`config.mk`:
```
export PLATFORM = sky130hd
export DESIGN_NAME = seg7_scan_ctrl
export DESIGN_NICKNAME = d
export VERILOG_FILES = /design/src/rtl/seg7_scan_ctrl.sv
export SDC_FILE = /design/constraint.sdc
export NUM_CORES = 1
export LEC_CHECK = 0
export CAP_MARGIN = 20
export CORE_UTILIZATION = 45
export DETAILED_ROUTE_END_ITERATION = 8
export GPL_ROUTABILITY_DRIVEN = 1
export GPL_TIMING_DRIVEN = 0
export PLACE_DENSITY = 0.69
export SYNTH_ARGS = -nofsm -noshare
export SYNTH_HDL_FRONTEND = slang
export SYNTH_SLANG_ARGS = --single-unit
```
`constraint.sdc`:
```
create_clock -name clk -period 2.5 [get_ports clk]
set_input_delay 0.25 -clock clk [delete_from_list [all_inputs] [get_ports clk]]
set_output_delay 0.25 -clock clk [all_outputs]
set_load 0.05 [all_outputs]
```
`src/rtl/seg7_scan_ctrl.sv`:
```
// rtl/seg7_scan_ctrl.sv - time-multiplexed 7-segment scan controller with shared decoder
// Optional leading-zero blanking is compiled in when SEG7_SCAN_LZB_EN is defined.
module seg7_scan_ctrl #(
    parameter int NUM_DIGITS   = 4,
    parameter int DWELL        = 1000,
    parameter int BLANK_CYCLES = 8
) (
    input  logic                    clk,
    input  logic                    rst_n,
    input  logic                    en,
    input  logic                    load,
    input  logic [4*NUM_DIGITS-1:0] digits_in,
    output logic [3:0]              dec_bcd,
    input  logic [6:0]              seg_in,
    output logic [6:0]              seg_out,
    output logic [NUM_DIGITS-1:0]   dig_sel,
    output logic                    busy,
    output logic                    frame_done,
    output logic                    bad_code
);

    localparam int CNT_MAX = (DWELL > BLANK_CYCLES) ? DWELL : BLANK_CYCLES;
    localparam int CNT_W   = (CNT_MAX > 1) ? $clog2(CNT_MAX) : 1;
    localparam int IDX_W   = (NUM_DIGITS > 1) ? $clog2(NUM_DIGITS) : 1;

    localparam logic [1:0] IDLE  = 2'd0;
    localparam logic [1:0] BLANK = 2'd1;
    localparam logic [1:0] SHOW  = 2'd2;

    logic [1:0]              state_q, state_d;
    logic [CNT_W-1:0]        cnt_q, cnt_d;
    logic [IDX_W-1:0]        idx_q, idx_d;
    logic [6:0]              seg_q, seg_d;
    logic                    fd_q, fd_d;
    logic                    bad_q, bad_d;
    logic [4*NUM_DIGITS-1:0] active_q, active_d;
    logic [4*NUM_DIGITS-1:0] pend_q, pend_d;
    logic                    pv_q, pv_d;

    logic [3:0] cur_code;
    logic       code_bad;
    logic       suppress;
    logic       blank_last;
    logic       show_last;
    logic       last_idx;

    assign cur_code   = active_q[{idx_q, 2'b00} +: 4];
    assign code_bad   = (cur_code > 4'd9);
    assign blank_last = (cnt_q == CNT_W'(BLANK_CYCLES - 1));
    assign show_last  = (cnt_q == CNT_W'(DWELL - 1));
    assign last_idx   = (idx_q == IDX_W'(NUM_DIGITS - 1));

`ifdef SEG7_SCAN_LZB_EN
    // A digit is a leading zero when it and every higher-index digit are zero; digit 0 always shows.
    always_comb begin
        logic upper_nz;
        upper_nz = 1'b0;
        for (int i = 0; i < NUM_DIGITS; i++) begin
            if ((i >= int'(idx_q)) && (active_q[4*i +: 4] != 4'd0)) upper_nz = 1'b1;
        end
        suppress = (idx_q != '0) && !upper_nz;
    end
`else
    assign suppress = 1'b0;
`endif

    always_comb begin
        state_d  = state_q;
        cnt_d    = cnt_q + CNT_W'(1);
        idx_d    = idx_q;
        seg_d    = seg_q;
        fd_d     = 1'b0;
        bad_d    = bad_q;
        active_d = active_q;
        pend_d   = pend_q;
        pv_d     = pv_q;

        case (state_q)
            IDLE: begin
                cnt_d = '0;
                idx_d = '0;
                seg_d = '0;
                if (en) state_d = BLANK;
            end
            BLANK: begin
                if (!en) begin
                    state_d = IDLE;
                    cnt_d   = '0;
                    idx_d   = '0;
                    seg_d   = '0;
                end else if (blank_last) begin
                    // The decoder output is undefined for 10..15, so it is never selected for those codes.
                    state_d = SHOW;
                    cnt_d   = '0;
                    seg_d   = (code_bad || suppress) ? 7'd0 : seg_in;
                    if (code_bad) bad_d = 1'b1;
                end
            end
            SHOW: begin
                if (!en) begin
                    state_d = IDLE;
                    cnt_d   = '0;
                    idx_d   = '0;
                    seg_d   = '0;
                end else if (show_last) begin
                    state_d = BLANK;
                    cnt_d   = '0;
                    seg_d   = '0;
                    if (last_idx) begin
                        idx_d = '0;
                        fd_d  = 1'b1;
                        if (pv_q) begin
                            active_d = pend_q;
                            pv_d     = 1'b0;
                        end
                    end else begin
                        idx_d = idx_q + IDX_W'(1);
                    end
                end
            end
            default: begin
                state_d = IDLE;
                cnt_d   = '0;
                idx_d   = '0;
                seg_d   = '0;
            end
        endcase

        // A load on the wrap cycle lands after the commit above, so the old pending is what goes live.
        if (load) begin
            pend_d = digits_in;
            pv_d   = 1'b1;
            if (state_q == IDLE) active_d = digits_in;
        end
    end

    always_ff @(posedge clk or negedge rst_n) begin
        if (!rst_n) begin
            state_q  <= IDLE;
            cnt_q    <= '0;
            idx_q    <= '0;
            seg_q    <= '0;
            fd_q     <= 1'b0;
            bad_q    <= 1'b0;
            active_q <= '0;
            pend_q   <= '0;
            pv_q     <= 1'b0;
        end else begin
            state_q  <= state_d;
            cnt_q    <= cnt_d;
            idx_q    <= idx_d;
            seg_q    <= seg_d;
            fd_q     <= fd_d;
            bad_q    <= bad_d;
            active_q <= active_d;
            pend_q   <= pend_d;
            pv_q     <= pv_d;
        end
    end

    assign dec_bcd    = cur_code;
    assign seg_out    = seg_q;
    assign dig_sel    = (state_q == SHOW) ? (NUM_DIGITS'(1) << idx_q) : '0;
    assign busy       = (state_q != IDLE);
    assign frame_done = fd_q;
    assign bad_code   = bad_q;

endmodule
```
==> impl_metrics.json <==
{
  "status": "finished clean",
  "finalWorstPathRequiredPeriod_ps": 2431,
  "setup_tns_ps": 0,
  "mapped_cell_area_mm2": 0.002663,
  "antenna-diode-count": 0,
  "synth.top_cells.by_area": "sky130_fd_sc_hd__dfrtp_1, sky130_fd_sc_hd__mux2_2, sky130_fd_sc_hd__mux2i_1",
  "clk_transition_reported_paths_ps": 90,
  "fmaxAchievable_mhz": 411.3,
  "total_area_of_multi_input_combinational_cells_mm2": 0.001180,
  "vias_in_the_first_global_route": 1867,
  "tritoncts_sinks": 56,
  "grt_util_all_layers_pct": 18.64,
  "total_overflow_reported_by_the_global_router": 0,
  "timing.final.max_slew_violations": 0,
  "yosys.area_share.adder_pct": 4.229,
  "critical_path_arrival_ps": 2180,
  "synth_top_area_share_pct": 52.63,
  "crit_fanout": 7,
  "holdCritPathClass": "input port to asynchronous set/reset pin",
  "powerDensity_mw_per_mm2": 695.1,
  "detail_route.first_pass.iterations": 4,
  "post_cts.resized_instances": 0,
  "clock_skew_ps": 6.252,
  "drt_drc_violations_left": 0,
  "final_hold_viol_count": 0,
  "yosys_warnings": 0,
  "syn_inst": 226,
  "worstMarginPinSlew_ps": 624.7,
  "synth_mux_area_share_pct": 16.45,
  "portBuffers": 43,
  "sequential_cell_area_mm2": 0.001401,
  "critical_path_class": "flip-flop to output port",
  "drt_iter0_drc": 69,
  "synth_simple_gate_area_share_pct": 12.08,
  "mappedNetlistNets": 262,
  "num_vias": 1837,
  "synth_largest_area_cell": "sky130_fd_sc_hd__dfrtp_1",
  "proportion_of_layout_cells_with_a_drive_suffix_above_1_pct": 11.96,
  "postRouteAntennaNets": 0,
  "synth.most_common_cell": "sky130_fd_sc_hd__dfrtp_1",
  "stdcell_count": 348,
  "grt_setup_unrepaired": "no",
  "cts_htree_levels": 2,
  "leakagePower_nw": 1.479,
  "clockRootBuffer": "sky130_fd_sc_hd__clkbuf_8",
  "tritoncts_clock_tree": "yes",
  "fillCellCount": 498,
  "count_of_flip_flops_with_a_built_in_enable_after_synthesis": 0,
  "routed_wire_length_per_instance_um": 14.82,
  "clk-insertion-delay-late_ps": 300,
  "synthXorXnorAreaFrac_pct": 2.632,
  "netlist_top_cells_count": "sky130_fd_sc_hd__dfrtp_1, sky130_fd_sc_hd__nand2_1, sky130_fd_sc_hd__o21ai_0",
  "worstSetupEndpointType": "output port",
  "hpwl_mm": 3.779,
  "dieWidth_um": 78.92,
  "wire_length_of_the_first_global_routing_pass_mm": 8.866,
  "dominantRegCellSynth": "sky130_fd_sc_hd__dfrtp_1",
  "synth_compound_area_share_pct": 8.929,
  "die_area_mm2": 0.006228,
  "maxCapViolCount": 0,
  "avgSynthCellArea_um2": 11.78,
  "synth-async-reset-ratio_pct": 100.0,
  "timing.critical_path.required_ps": 2250,
  "power.total_mw": 2.278,
  "netlist-cell-type-count": 40,
  "synth_top_family_by_area": "multiplexers",
  "setup_viol_count_final": 0,
  "synth.ff_latch_count": 56,
  "antenna_found_initial": 0,
  "vdd.ir_drop.worst_mv": 0.4346,
  "areaGrowthSynthToFinish_pct": 23.07,
  "numPlacedInstances": 342,
  "route.final.wire_length_mm": 5.156,
  "post_drt_via_cell_ratio": 5.279,
  "io_pins": 45,
  "min_period_over_period_pct": 97.26,
  "initial_core_util_pct": 47.48,
  "timing.slew.headroom_pct": 58.07,
  "floorplan.rows": 27,
  "stdcell_area_mm2": 0.003277,
  "cts-buffers-inserted": 5,
  "fp.dieH_um": 78.92,
  "floorplan.core_area_mm2": 0.005608,
  "place_area_mm2": 0.003198,
  "cp-start-kind": "flip-flop",
  "post-route-util_pct": 58.43,
  "finalWeightedCongestion": 0.7874,
  "grt_start_max_net_pins": 41,
  "clock_path_buffers": 2,
  "count_of_nets_after_finishing": 314,
  "yosysSeqAreaShare_pct": 52.63
}
[placed cells by master (no fill, tap or decap), types with 2 or more instances in the layout]
master / instances
sky130_fd_sc_hd__nand3_1: 4
sky130_fd_sc_hd__dfrtp_1: 56
sky130_fd_sc_hd__xnor2_1: 6
sky130_fd_sc_hd__mux2i_1: 16
sky130_fd_sc_hd__nor3_1: 4
sky130_fd_sc_hd__a22o_1: 7
sky130_fd_sc_hd__inv_1: 10
sky130_fd_sc_hd__ha_1: 9
sky130_fd_sc_hd__clkbuf_8: 5
sky130_fd_sc_hd__mux4_1: 2
sky130_fd_sc_hd__nor2_1: 11
sky130_fd_sc_hd__clkbuf_1: 4
sky130_fd_sc_hd__and2_1: 5
sky130_fd_sc_hd__buf_2: 3
sky130_fd_sc_hd__xor2_1: 2
sky130_fd_sc_hd__and4_1: 3
sky130_fd_sc_hd__mux2_2: 16
sky130_fd_sc_hd__clkdlybuf4s50_1: 42
sky130_fd_sc_hd__mux4_2: 2
sky130_fd_sc_hd__nand2_1: 21
sky130_fd_sc_hd__and3_1: 3
sky130_fd_sc_hd__a31oi_1: 2
sky130_fd_sc_hd__o21ai_0: 20
sky130_fd_sc_hd__nor4_1: 2
sky130_fd_sc_hd__buf_1: 2
[kinds of logic (layout without fill, tap and decap cells)]
family,count (synthesis),after routing
and+or+nand+nor,60,60
DFF,56,56
AOI/OAI and AO/OA,38,38
muxes,36,36
buffers and inverters,19,69
adders and majority gates,9,9
xor gates and xnor gates,8,8
[per-stage QoR]
stage	hold WS [ps]	worst slack, ps
4_1_cts	424.5	56.13
3_3_place_gp	448.2	-562.1
6_report	407.3	68.62
5_1_grt	428.0	2.438
3_5_place_dp	207.8	352.0
2_1_floorplan	-45.59	384.1
[worst max-delay path, stage by stage (launching register included)]
cell	delay, ps
sky130_fd_sc_hd__dfrtp_1	400
sky130_fd_sc_hd__buf_6	150
sky130_fd_sc_hd__mux4_1	600
sky130_fd_sc_hd__clkdlybuf4s50_1	730
[metal layers]
layer	GRT usage (%)	vias up	routed length, um
met1	25.51	894	2417
met5	0	-	0
met4	4.909	0	51
met3	4.253	6	232
met2	30.00	42	2454
li1	-	895	-
[cell type report]
cell class / count / share of cell area, %
Sequential cell: 56 / 42.76
Buffer: 9 / 1.336
Timing Repair Buffer: 45 / 13.90
Multi-Input combinational cell: 151 / 36.01
Inverter: 10 / 1.145
Tap cell: 72 / 2.749
Clock buffer: 5 / 2.100
[report_power, final]
part	switching [mW]	internal [mW]
logic	0.397	0.281
registers	0.0920	1.06
clock network	0.264	0.182
total	0.753	1.53
[repair_timing]
action / CTS / global route
endpoints found under the setup margin: 0 / 0
hold buffers: 1 / 0
hold endpoints to repair: 16 / 0
setup buffers: 0 / 0
[flip-flops by register name (all words and copies together) (netlist names)]
name and flops:
active_q 16, pend_q 16, cnt_q 10, seg_out 7, idx_q 2, state_q 2
bad_code 1, frame_done 1, pv_q 1
[path summary, 6_finish.rpt]
check,endpoint,slack [ps],from,cells after the start
max,dec_bcd[3],70,idx_q[0],3
min,seg_out[6],410,rst_n,2
max reg2reg,active_q[11],370,state_q[0],7
min reg2reg,cnt_q[0],480,cnt_q[0],1
max in group asynchronous,active_q[10],1540,rst_n,3
min in group clk,pend_q[3],470,load,2
Note: power is estimated with default switching activity, not from simulation.
